**config.mk**
```make
export PLATFORM = sky130hd
export DESIGN_NAME = accel_ctrl_fsm_flat
export DESIGN_NICKNAME = d
export VERILOG_FILES = /design/src/rtl/accel_ctrl_pkg.sv /design/src/rtl/accel_ctrl_fsm_if.sv /design/src/rtl/ack_watchdog.sv /design/src/rtl/accel_ctrl_fsm.sv /design/src/flat_wrapper.sv
export SDC_FILE = /design/constraint.sdc
export NUM_CORES = 1
export LEC_CHECK = 0
export BUFFER_PORTS_ARGS = -buffer_cell sky130_fd_sc_hd__buf_2
export CORE_AREA = 4 4 141 143
export DETAILED_ROUTE_END_ITERATION = 7
export DIE_AREA = 0 0 145 147
export PLACE_DENSITY_LB_ADDON = 0.1
export SYNTH_ARGS = -nofsm -noshare
export SYNTH_HDL_FRONTEND = slang
export SYNTH_HIERARCHICAL = 1
export SYNTH_SLANG_ARGS = --single-unit
```
**constraint.sdc**
```tcl
create_clock -name clk -period 3.4 [get_ports clk]
set_clock_uncertainty 0.15 [all_clocks]
set_input_delay 0.85 -clock clk [delete_from_list [all_inputs] [get_ports clk]]
set_output_delay 0.85 -clock clk [all_outputs]
set_load 0.05 [all_outputs]
```
**src/rtl/accel_ctrl_pkg.sv**
```systemverilog
// rtl/accel_ctrl_pkg.sv - shared states, opcodes, modes and command-byte layout
package accel_ctrl_pkg;

  typedef enum logic [3:0] {
    ST_IDLE,
    ST_RD_ARB,
    ST_RD_SEND,
    ST_RD_WAIT,
    ST_COMPUTE,
    ST_WR_ARB,
    ST_WR_SEND,
    ST_WR_WAIT,
    ST_DONE
  } state_t;

  localparam logic [1:0] OP_RD = 2'b01;
  localparam logic [1:0] OP_WR = 2'b10;

  localparam logic [1:0] MODE_HASH   = 2'b00;
  localparam logic [1:0] MODE_STREAM = 2'b01;

  // Bit positions inside the command byte that sits above the address.
  localparam int CMD_ID_LSB   = 6;
  localparam int CMD_OP_LSB   = 4;
  localparam int CMD_LAST_BIT = 3;

  // Builds {id, op, last, 3'b000}.
  function automatic logic [7:0] cmd_byte(input logic [1:0] id, input logic [1:0] op,
                                          input logic last);
    logic [7:0] b;
    b                 = '0;
    b[CMD_ID_LSB +: 2] = id;
    b[CMD_OP_LSB +: 2] = op;
    b[CMD_LAST_BIT]    = last;
    return b;
  endfunction

  // Any mode with the upper bit set is reserved.
  function automatic logic mode_illegal(input logic [1:0] mode);
    return mode[1];
  endfunction

endpackage

```
**src/rtl/accel_ctrl_fsm_if.sv**
```systemverilog
// rtl/accel_ctrl_fsm_if.sv - request, completion and bus signals of the accelerator controller
interface accel_ctrl_fsm_if #(
  parameter int ADDRW = 24,
  parameter int LENW  = 4
);

  logic                      req_valid;
  logic [LENW+2+2*ADDRW-1:0] req_data;
  logic                      req_ready;

  logic                      compq_ready;
  logic                      compq_valid;
  logic [ADDRW-1:0]          compq_data;
  logic                      compq_err;

  logic                      arb_req;
  logic                      arb_grant;
  logic [2:0]                ack_in;
  logic [ADDRW+7:0]          data_out;
  logic                      data_valid;
  logic                      busy;

  // Controller side.
  modport master (
    input  req_valid, req_data, compq_ready, arb_grant, ack_in,
    output req_ready, compq_valid, compq_data, compq_err, arb_req, data_out, data_valid, busy
  );

  // Queue / bus / accelerator side.
  modport slave (
    output req_valid, req_data, compq_ready, arb_grant, ack_in,
    input  req_ready, compq_valid, compq_data, compq_err, arb_req, data_out, data_valid, busy
  );

endinterface

```
**src/rtl/ack_watchdog.sv**
```systemverilog
// rtl/ack_watchdog.sv - counts cycles spent waiting for an ack and flags expiry
module ack_watchdog #(
  parameter int TIMEOUT = 1023,
  parameter int TOW     = 10
) (
  input  logic clk,
  input  logic rst,
  input  logic clr,
  input  logic en,
  output logic expired
);

  localparam logic [TOW-1:0] LIMIT = TOW'(TIMEOUT);

  logic [TOW-1:0] cnt;

  // Wait-cycle counter; restarts on entry to each wait state and saturates at the limit.
  always_ff @(posedge clk or posedge rst) begin
    if (rst) begin
      cnt <= '0;
    end else if (clr) begin
      cnt <= '0;
    end else if (en && cnt != LIMIT) begin
      cnt <= cnt + TOW'(1);
    end
  end

  // A zero limit disables the watchdog entirely.
  assign expired = (TIMEOUT != 0) && en && (cnt == LIMIT);

endmodule

```
**src/rtl/accel_ctrl_fsm.sv**
```systemverilog
// rtl/accel_ctrl_fsm.sv - multi-block read/compute/write sequencer for one accelerator
module accel_ctrl_fsm
  import accel_ctrl_pkg::*;
#(
  parameter int         ADDRW     = 24,
  parameter logic [1:0] ACCEL_ID  = 2'b01,
  parameter int         LENW      = 4,
  parameter int         BLK_BYTES = 64,
  parameter int         TIMEOUT   = 1023,
  parameter int         TOW       = 10
) (
  input  logic              clk,
  input  logic              rst,
  accel_ctrl_fsm_if.master  bus
);

  localparam logic [ADDRW-1:0] STRIDE = ADDRW'(BLK_BYTES);

  state_t            state, state_nxt;
  logic [LENW-1:0]   idx, len_q;
  logic [1:0]        mode_q;
  logic [ADDRW-1:0]  src_q, dst_q;
  logic              err_q;

  logic [LENW-1:0]   req_len;
  logic [1:0]        req_mode;
  logic [ADDRW-1:0]  req_src, req_dst;

  logic              latch, idx_inc, set_timeout;
  logic              wd_clr, wd_en, wd_expired;
  logic              last_blk, is_stream, is_hash;
  logic [ADDRW-1:0]  blk_off, rd_addr, wr_addr;

  assign {req_len, req_mode, req_dst, req_src} = bus.req_data;

  assign last_blk  = (idx == len_q);
  assign is_stream = (mode_q == MODE_STREAM);
  assign is_hash   = (mode_q == MODE_HASH);
  // Offsets and sums deliberately truncate to ADDRW bits so addresses wrap.
  assign blk_off   = ADDRW'(idx) * STRIDE;
  assign rd_addr   = src_q + blk_off;
  assign wr_addr   = is_hash ? dst_q : (dst_q + blk_off);

  // The watchdog only runs while an ack is outstanding and restarts on each new wait.
  assign wd_en  = (state == ST_RD_WAIT) || (state == ST_COMPUTE) || (state == ST_WR_WAIT);
  assign wd_clr = (state_nxt != state) &&
                  ((state_nxt == ST_RD_WAIT) || (state_nxt == ST_COMPUTE) ||
                   (state_nxt == ST_WR_WAIT));

  ack_watchdog #(
    .TIMEOUT (TIMEOUT),
    .TOW     (TOW)
  ) u_watchdog (
    .clk     (clk),
    .rst     (rst),
    .clr     (wd_clr),
    .en      (wd_en),
    .expired (wd_expired)
  );

  // State register.
  always_ff @(posedge clk or posedge rst) begin
    if (rst) begin
      state <= ST_IDLE;
    end else begin
      state <= state_nxt;
    end
  end

  // Latched request, block index and error flag.
  always_ff @(posedge clk or posedge rst) begin
    if (rst) begin
      len_q  <= '0;
      mode_q <= '0;
      src_q  <= '0;
      dst_q  <= '0;
      idx    <= '0;
      err_q  <= 1'b0;
    end else if (latch) begin
      len_q  <= req_len;
      mode_q <= req_mode;
      src_q  <= req_src;
      dst_q  <= req_dst;
      idx    <= '0;
      err_q  <= mode_illegal(req_mode);
    end else begin
      if (idx_inc) begin
        idx <= idx + LENW'(1);
      end
      if (set_timeout) begin
        err_q <= 1'b1;
      end
    end
  end

  // Next-state and Moore outputs; an expected ack always beats the watchdog.
  always_comb begin
    state_nxt       = state;
    latch           = 1'b0;
    idx_inc         = 1'b0;
    set_timeout     = 1'b0;
    bus.req_ready   = 1'b0;
    bus.compq_valid = 1'b0;
    bus.compq_data  = '0;
    bus.compq_err   = 1'b0;
    bus.arb_req     = 1'b0;
    bus.data_valid  = 1'b0;
    bus.data_out    = '0;
    bus.busy        = (state != ST_IDLE);

    case (state)
      ST_IDLE: begin
        bus.req_ready = 1'b1;
        if (bus.req_valid) begin
          latch     = 1'b1;
          state_nxt = mode_illegal(req_mode) ? ST_DONE : ST_RD_ARB;
        end
      end

      ST_RD_ARB: begin
        bus.arb_req = 1'b1;
        if (bus.arb_grant) begin
          state_nxt = ST_RD_SEND;
        end
      end

      ST_RD_SEND: begin
        bus.arb_req    = 1'b1;
        bus.data_valid = 1'b1;
        bus.data_out   = {cmd_byte(ACCEL_ID, OP_RD, last_blk), rd_addr};
        state_nxt      = ST_RD_WAIT;
      end

      ST_RD_WAIT: begin
        if (bus.ack_in[0]) begin
          state_nxt = ST_COMPUTE;
        end else if (wd_expired) begin
          set_timeout = 1'b1;
          state_nxt   = ST_DONE;
        end
      end

      ST_COMPUTE: begin
        if (bus.ack_in[1]) begin
          if (is_stream || last_blk) begin
            state_nxt = ST_WR_ARB;
          end else begin
            idx_inc   = 1'b1;
            state_nxt = ST_RD_ARB;
          end
        end else if (wd_expired) begin
          set_timeout = 1'b1;
          state_nxt   = ST_DONE;
        end
      end

      ST_WR_ARB: begin
        bus.arb_req = 1'b1;
        if (bus.arb_grant) begin
          state_nxt = ST_WR_SEND;
        end
      end

      ST_WR_SEND: begin
        bus.arb_req    = 1'b1;
        bus.data_valid = 1'b1;
        bus.data_out   = {cmd_byte(ACCEL_ID, OP_WR, last_blk), wr_addr};
        state_nxt      = ST_WR_WAIT;
      end

      ST_WR_WAIT: begin
        if (bus.ack_in[2]) begin
          if (last_blk) begin
            state_nxt = ST_DONE;
          end else begin
            idx_inc   = 1'b1;
            state_nxt = ST_RD_ARB;
          end
        end else if (wd_expired) begin
          set_timeout = 1'b1;
          state_nxt   = ST_DONE;
        end
      end

      ST_DONE: begin
        bus.compq_valid = 1'b1;
        bus.compq_data  = dst_q;
        bus.compq_err   = err_q;
        if (bus.compq_ready) begin
          state_nxt = ST_IDLE;
        end
      end

      default: begin
        state_nxt = ST_IDLE;
      end
    endcase
  end

endmodule

```
**src/flat_wrapper.sv**
```systemverilog
// flat-port wrapper written by rule: the top's interface ports become plain ports
module accel_ctrl_fsm_flat import accel_ctrl_pkg::*;
#(
  parameter int         ADDRW     = 24,
  parameter logic [1:0] ACCEL_ID  = 2'b01,
  parameter int         LENW      = 4,
  parameter int         BLK_BYTES = 64,
  parameter int         TIMEOUT   = 1023,
  parameter int         TOW       = 10
)
  (clk, rst, bus_req_valid, bus_req_data, bus_compq_ready, bus_arb_grant, bus_ack_in, bus_req_ready, bus_compq_valid, bus_compq_data, bus_compq_err, bus_arb_req, bus_data_out, bus_data_valid, bus_busy);
  accel_ctrl_fsm_if #(.ADDRW(ADDRW), .LENW(LENW)) bus_i ();
  input  logic clk;
  input  logic rst;
  input wire logic [$bits(bus_i.req_valid)-1:0] bus_req_valid;
  input wire logic [$bits(bus_i.req_data)-1:0] bus_req_data;
  input wire logic [$bits(bus_i.compq_ready)-1:0] bus_compq_ready;
  input wire logic [$bits(bus_i.arb_grant)-1:0] bus_arb_grant;
  input wire logic [$bits(bus_i.ack_in)-1:0] bus_ack_in;
  output wire logic [$bits(bus_i.req_ready)-1:0] bus_req_ready;
  output wire logic [$bits(bus_i.compq_valid)-1:0] bus_compq_valid;
  output wire logic [$bits(bus_i.compq_data)-1:0] bus_compq_data;
  output wire logic [$bits(bus_i.compq_err)-1:0] bus_compq_err;
  output wire logic [$bits(bus_i.arb_req)-1:0] bus_arb_req;
  output wire logic [$bits(bus_i.data_out)-1:0] bus_data_out;
  output wire logic [$bits(bus_i.data_valid)-1:0] bus_data_valid;
  output wire logic [$bits(bus_i.busy)-1:0] bus_busy;
  assign bus_i.req_valid = bus_req_valid;
  assign bus_i.req_data = bus_req_data;
  assign bus_i.compq_ready = bus_compq_ready;
  assign bus_i.arb_grant = bus_arb_grant;
  assign bus_i.ack_in = bus_ack_in;
  assign bus_req_ready = bus_i.req_ready;
  assign bus_compq_valid = bus_i.compq_valid;
  assign bus_compq_data = bus_i.compq_data;
  assign bus_compq_err = bus_i.compq_err;
  assign bus_arb_req = bus_i.arb_req;
  assign bus_data_out = bus_i.data_out;
  assign bus_data_valid = bus_i.data_valid;
  assign bus_busy = bus_i.busy;
  accel_ctrl_fsm #(.ADDRW(ADDRW), .ACCEL_ID(ACCEL_ID), .LENW(LENW), .BLK_BYTES(BLK_BYTES), .TIMEOUT(TIMEOUT), .TOW(TOW)) u_core (.clk(clk), .rst(rst), .bus(bus_i));
endmodule
```
# Yosys cells after proc, flatten, opt, wreduce, memory -nomap -nowiden
# Cells that the tools add are included.
[classes]
add_sub_neg = 4
mul = 0
div = 0
n_lt_le_gt_ge = 0
eq_ne = 16
shifts = 0
mux = 38
bitwise = 0
reduce_logical = 16
[op_table]
columns = ["cell", "count"]
rows = [
  ["31-bit case mux with 2 select lines", 1],
  ["24-bit by 10-bit adder with 24-bit output", 2],
  ["24-bit 2-to-1 mux", 2],
  ["4-bit 2-to-1 mux", 12],
  ["4-bit case mux with 9 select lines", 1],
  ["4-bit by 3-bit equality test with 1-bit output, second input constant", 6],
  ["10-bit 2-to-1 mux", 2],
  ["1-bit 2-to-1 mux", 17],
  ["4-bit by 2-bit equality test with 1-bit output, second input constant", 3],
  ["10-bit by 1-bit adder with 10-bit output, second input constant", 1],
  ["10-bit equality test, second input constant", 1],
  ["10-bit != test, second input constant", 1],
  ["2-bit nonzero test", 3],
  ["1-bit logical OR", 5],
  ["4-bit by 1-bit adder with 4-bit output, second input constant", 1],
  ["4-bit by 1-bit equality test with 1-bit output, second input constant", 1],
  ["4-bit equality test", 1],
  ["4-bit equality test, second input constant", 1],
  ["4-bit logical NOT", 1],
  ["4-bit != test", 1],
  ["4-bit nonzero test", 1],
  ["4-bit OR reduction", 1],
  ["1-bit logical AND", 3],
  ["3-bit 2-to-1 mux", 1],
  ["other kinds (5)", 5],
]
[word_totals]
reg_bits = 73
latchBits = 0
ramBits = 0
rom_bits = 0
inputBits = 62
out_inout_bits = 62
memories = 0

# Depth between registers and ports, before layout
[depth]
word_depth = 12
ltp_mapped = 9
depth_no_buf = 7

# Modules after synthesis
# The synthesis kept the hierarchy.
[modules_own_cells]
columns = ["module", "n_inst", "cells_each", "area_per_inst_um2", "seq_area_each_um2"]
rows = [
  ["accel_ctrl_fsm", 1, 496, 4050.1, 1576.5],
  ["ack_watchdog", 1, 59, 564.3, 250.2],
]

# Worst setup path after synthesis
# OpenSTA, ideal clock, no wires.
[synth_timing]
path_kind = "register to output"
from = "register u_core.idx[0]"
to = "output bus_data_out[10]"
arrival_ns = 2.761
t_required_ns = 2.400
setup_slack_ns = -0.361
path_stages_with_launch = 6
path_buffers = 0
cell_sequence = "dfrtp_1 -> ha_1 -> fa_1 -> a211oi_1 -> nor2_1 -> o32ai_1"
[synth_via]
elab_chain_len = 3
word_cells_on_any_way = 4
classes_between = "2 x add/sub; 2 x mux"
[synth_rtl]
columns = ["item", "line_no", "source"]
rows = [
  ["start, declared", "accel_ctrl_fsm.sv:20", "logic [LENW-1:0] idx, len_q;"],
  ["start signal, assigned", "accel_ctrl_fsm.sv:88", "idx <= idx + LENW'(1);"],
  ["24-bit by 10-bit adder with 24-bit output", "accel_ctrl_fsm.sv:42", "assign wr_addr = is_hash ? dst_q : (dst_q + blk_off);"],
  ["24-bit 2-to-1 mux", "accel_ctrl_fsm.sv:42", ""],
  ["31-bit case mux with 2 select lines (*)", "accel_ctrl_fsm.sv:111", "case (state)"],
  ["end, declared", "flat_wrapper.sv:25", "output wire logic [$bits(bus_i.data_out)-1:0] bus_data_out;"],
]
# Every way passes the cells marked *; elsewhere a longest branch is shown, timed or not.

# Worst setup path after layout
[layout_timing]
from = "register u_core.idx[1]"
to = "output bus_data_out[20]"
# The elaborated chain is that of the path after synthesis.

==> results by group <==
CTS
  – CTS clk-pin slew, worst paths: 60 ps
  – Worst skew pair latency: 340 ps
  – Htree depth: 3
  – Sink Count: 73
  – Hold_buf cts: 0
  – Root Buffer: clkbuf_16
  – CTS tree: done
  – Clk buf depth: 2
  – Cts bufs inserted: 9

Drt
  – Vias per cell: 4.62
  – Routed Wire Length: 14.7 mm
  – TritonRoute pass-1 iters: 4
  – Starting DRT DRC Count: 247
  – Vias: 4270
  – Drc violations: 0
  – Post-DR wirelength/cell: 15.9 um
  – Antenna viol nets, final: 0

Cells and area
  – Most frequent cells in the layout: 178 x nand2_1, 104 x buf_2, 69 x dfrtp_1, 34 x buf_4, 28 x and2_1
  – Nets: 760
  – Most common cell after layout, fill and taps aside: nand2_1
  – Area delta synth->final: 32.9%
  – Layout cell share with drive strength beyond 1: 31.3%
  – Ant. Diodes: 0

Flow run
  – Max cap viols: 0

Critical path
  – CP endpoint kind: output port
  – Worst-path fanout max: 5
  – WP data required: 2400 ps
  – CP Launch Type: flip-flop
  – Worst path arrival time: 2360 ps
  – Critical path class: flip-flop to output port

Synth
  – Syn. warnings: 6
  – Synth Area per Inst: 8.31 um2
  – Sequential share of the synthesized area: 39.6%
  – Ys async rst share: 100%
  – Syn Std Cell Area: 0.00461 mm2
  – Synth unique cells: 60
  – Cells after Synth: 555
  – EDFF count, synth: 0
  – Post-synth top flop: dfrtp_1
  – #FFs+latches synth: 73

Place
  – DP HPWL: 11.0 mm
  – Port buffer count: 119
  – Routability cong.: 0.829
  – Pre-CTS WS: 137 ps

Floorplan
  – IO Count: 124
  – Die height: 147 um
  – Core area: 0.0186 mm2
  – Die W: 145 um
  – # rows: 50
  – Starting Density: 24.8%
  – Die area: 0.0213 mm2

STA
  – RSZ-0062 raised after global routing: true
  – Fin. Hold Viols: 0
  – Setup violations, final: 0
  – Slew HR: 43.9%
  – Worst setup margin: 36.0 ps
  – Min Tclk post-route: 3360 ps
  – Fin crit share: 98.9%
  – Fmax: 297 MHz
  – Pins Over Slew Limit: 0
  – Worst-Margin Slew: 842 ps

Power and ir drop
  – Overall power: 5.17 mW
  – Leak: 3.00 nW
  – Peak VDD IR: 0.250 mV
  – PwrDens: 843 mW/mm2

Global routing
  – Number of global-route vias before repair: 4393
  – Initial antenna violation count: 0
  – First-pass GRT wire length: 23.6 mm
  – GRT overflow: 0
  – Total global-route track usage: 13.9%
  – Largest net degree at the start of global routing: 64

Worst hold path
  – Type of the worst min-delay path: flip-flop to flip-flop

Run status
  – Status: finished, final reports clean
[layout make-up]
type | instances | area [um2]
fill | 2009 | 12400
multi-input combinational | 441 | 2760
sequential | 73 | 1830
timing repair buffer | 149 | 896
tap | 234 | 293
clock buffer | 14 | 274
inverter | 12 | 45.0
clock inverter | 2 | 35.0
[registers in the layout, indices dropped and copies added (netlist names)]
signal,cells
u_core/dst_q,24
u_core/src_q,24
u_core/u_watchdog/cnt,10
u_core/idx,4
u_core/len_q,4
u_core/state,4
u_core/mode_q,2
u_core/err_q,1
[critical path: stages (launching register included)]
cell	delay [ps]
dfrtp_2	460
buf_6	140
fa_2	360
and3_4	160
o211ai_1	170
buf_4	170
nor2_2	50
xnor2_1	130
o22ai_2	190
buf_6	180
[cell usage after synthesis (all sizes together), types with 3 or more instances]
master    n  area (um2)
o22ai    19         119
nor2b     5        31.3
nor4      3        40.0
and2     30         189
xnor2    22         193
a22o      7        61.3
xor2     16         140
clkbuf    7        26.3
ha       10         125
mux2i     6        60.1
dfrtp    73        1830
buf      25         179
o21ai    11        55.1
nand4     8        50.1
nand2   180         678
nand3    10        50.1
and3      9        58.8
nor2     25        96.4
a21oi    16        83.8
nand2b    5        31.3
a211oi    4        30.0
a31oi     5        31.3
inv      11        41.3
o211ai    3        27.5
and4      7        66.3
nor3b     3        22.5
a21o      3        22.5
nor3      6        30.0
or3       4        25.0
[routing by layer]
layer / global-route usage, % / vias to the layer above / wire length [um]
li1: - / 2124 / -
met1: 18.4 / 2060 / 7040
met2: 23.2 / 74 / 6930
met3: 2.22 / 12 / 490
met4: 5.13 / 0 / 225
met5: 0 / - / 0
[through the flow]
step | utilization [%] | hold WS (ps) | cell area (um2) | std cells | setup TNS [ps]
2_1_floorplan | - | 297 | 4670 | 558 | 0
3_3_place_gp | 29.8 | 314 | 5530 | 902 | 0
3_5_place_dp | 29.8 | 321 | 5530 | 902 | 0
4_1_cts | 32.1 | 335 | 5960 | 921 | -8.26
5_1_grt | 33.0 | 362 | 6130 | 925 | -773
6_report | 33.0 | 330 | 6130 | 925 | 0
[final timing paths]
kind	startpoint	endpoint	slack [ps]	cells past startpoint
max	u_core/idx[1]	bus_data_out[20]	40	9
max in group asynchronous	rst	u_core/idx[3]	1900	3
min in group asynchronous	rst	u_core/u_watchdog/cnt[8]	350	2
min	u_core/src_q[4]	u_core/src_q[4]	330	2
max reg2reg	u_core/state[1]	u_core/state[0]	670	8
min reg2reg	u_core/src_q[4]	u_core/src_q[4]	330	2
[power by group]
| group | switching (mW) | internal [mW] | total [mW] | leakage, nW |
|---|---|---|---|---|
| clock network | 0.359 | 0.628 | 0.986 | 0.153 |
| registers | 0.415 | 1.23 | 1.64 | 0.923 |
| logic | 1.63 | 0.910 | 2.54 | 1.92 |
[timing repair]
| item | in CTS | in global routing |
|---|---|---|
| setup endpoints to repair | 14 | 14 |
| pin swaps | 11 | 11 |
| endpoints found under the hold margin | 0 | 0 |
| buffers inserted | 3 | 4 |
| gates resized for setup | 30 | 28 |
| gates cloned | 0 | 0 |
[kinds of logic (layout without fill, tap and decap cells)]
group                    after synthesis  after routing  synth area share [%]
flip-flops                            73             73                  39.6
AND/OR/NAND/NOR                      301            301                  31.1
buffers and inverters                 44            177                  5.42
multiplexers                           6              6                  1.30
XOR/XNOR                              38             38                  7.21
adder cells (fa/ha/maj)               12             12                  3.58
other                                  1              4                0.0813
AO/OA/AOI/OAI                         80             80                  11.7
Power figures use the tool's default switching activity.
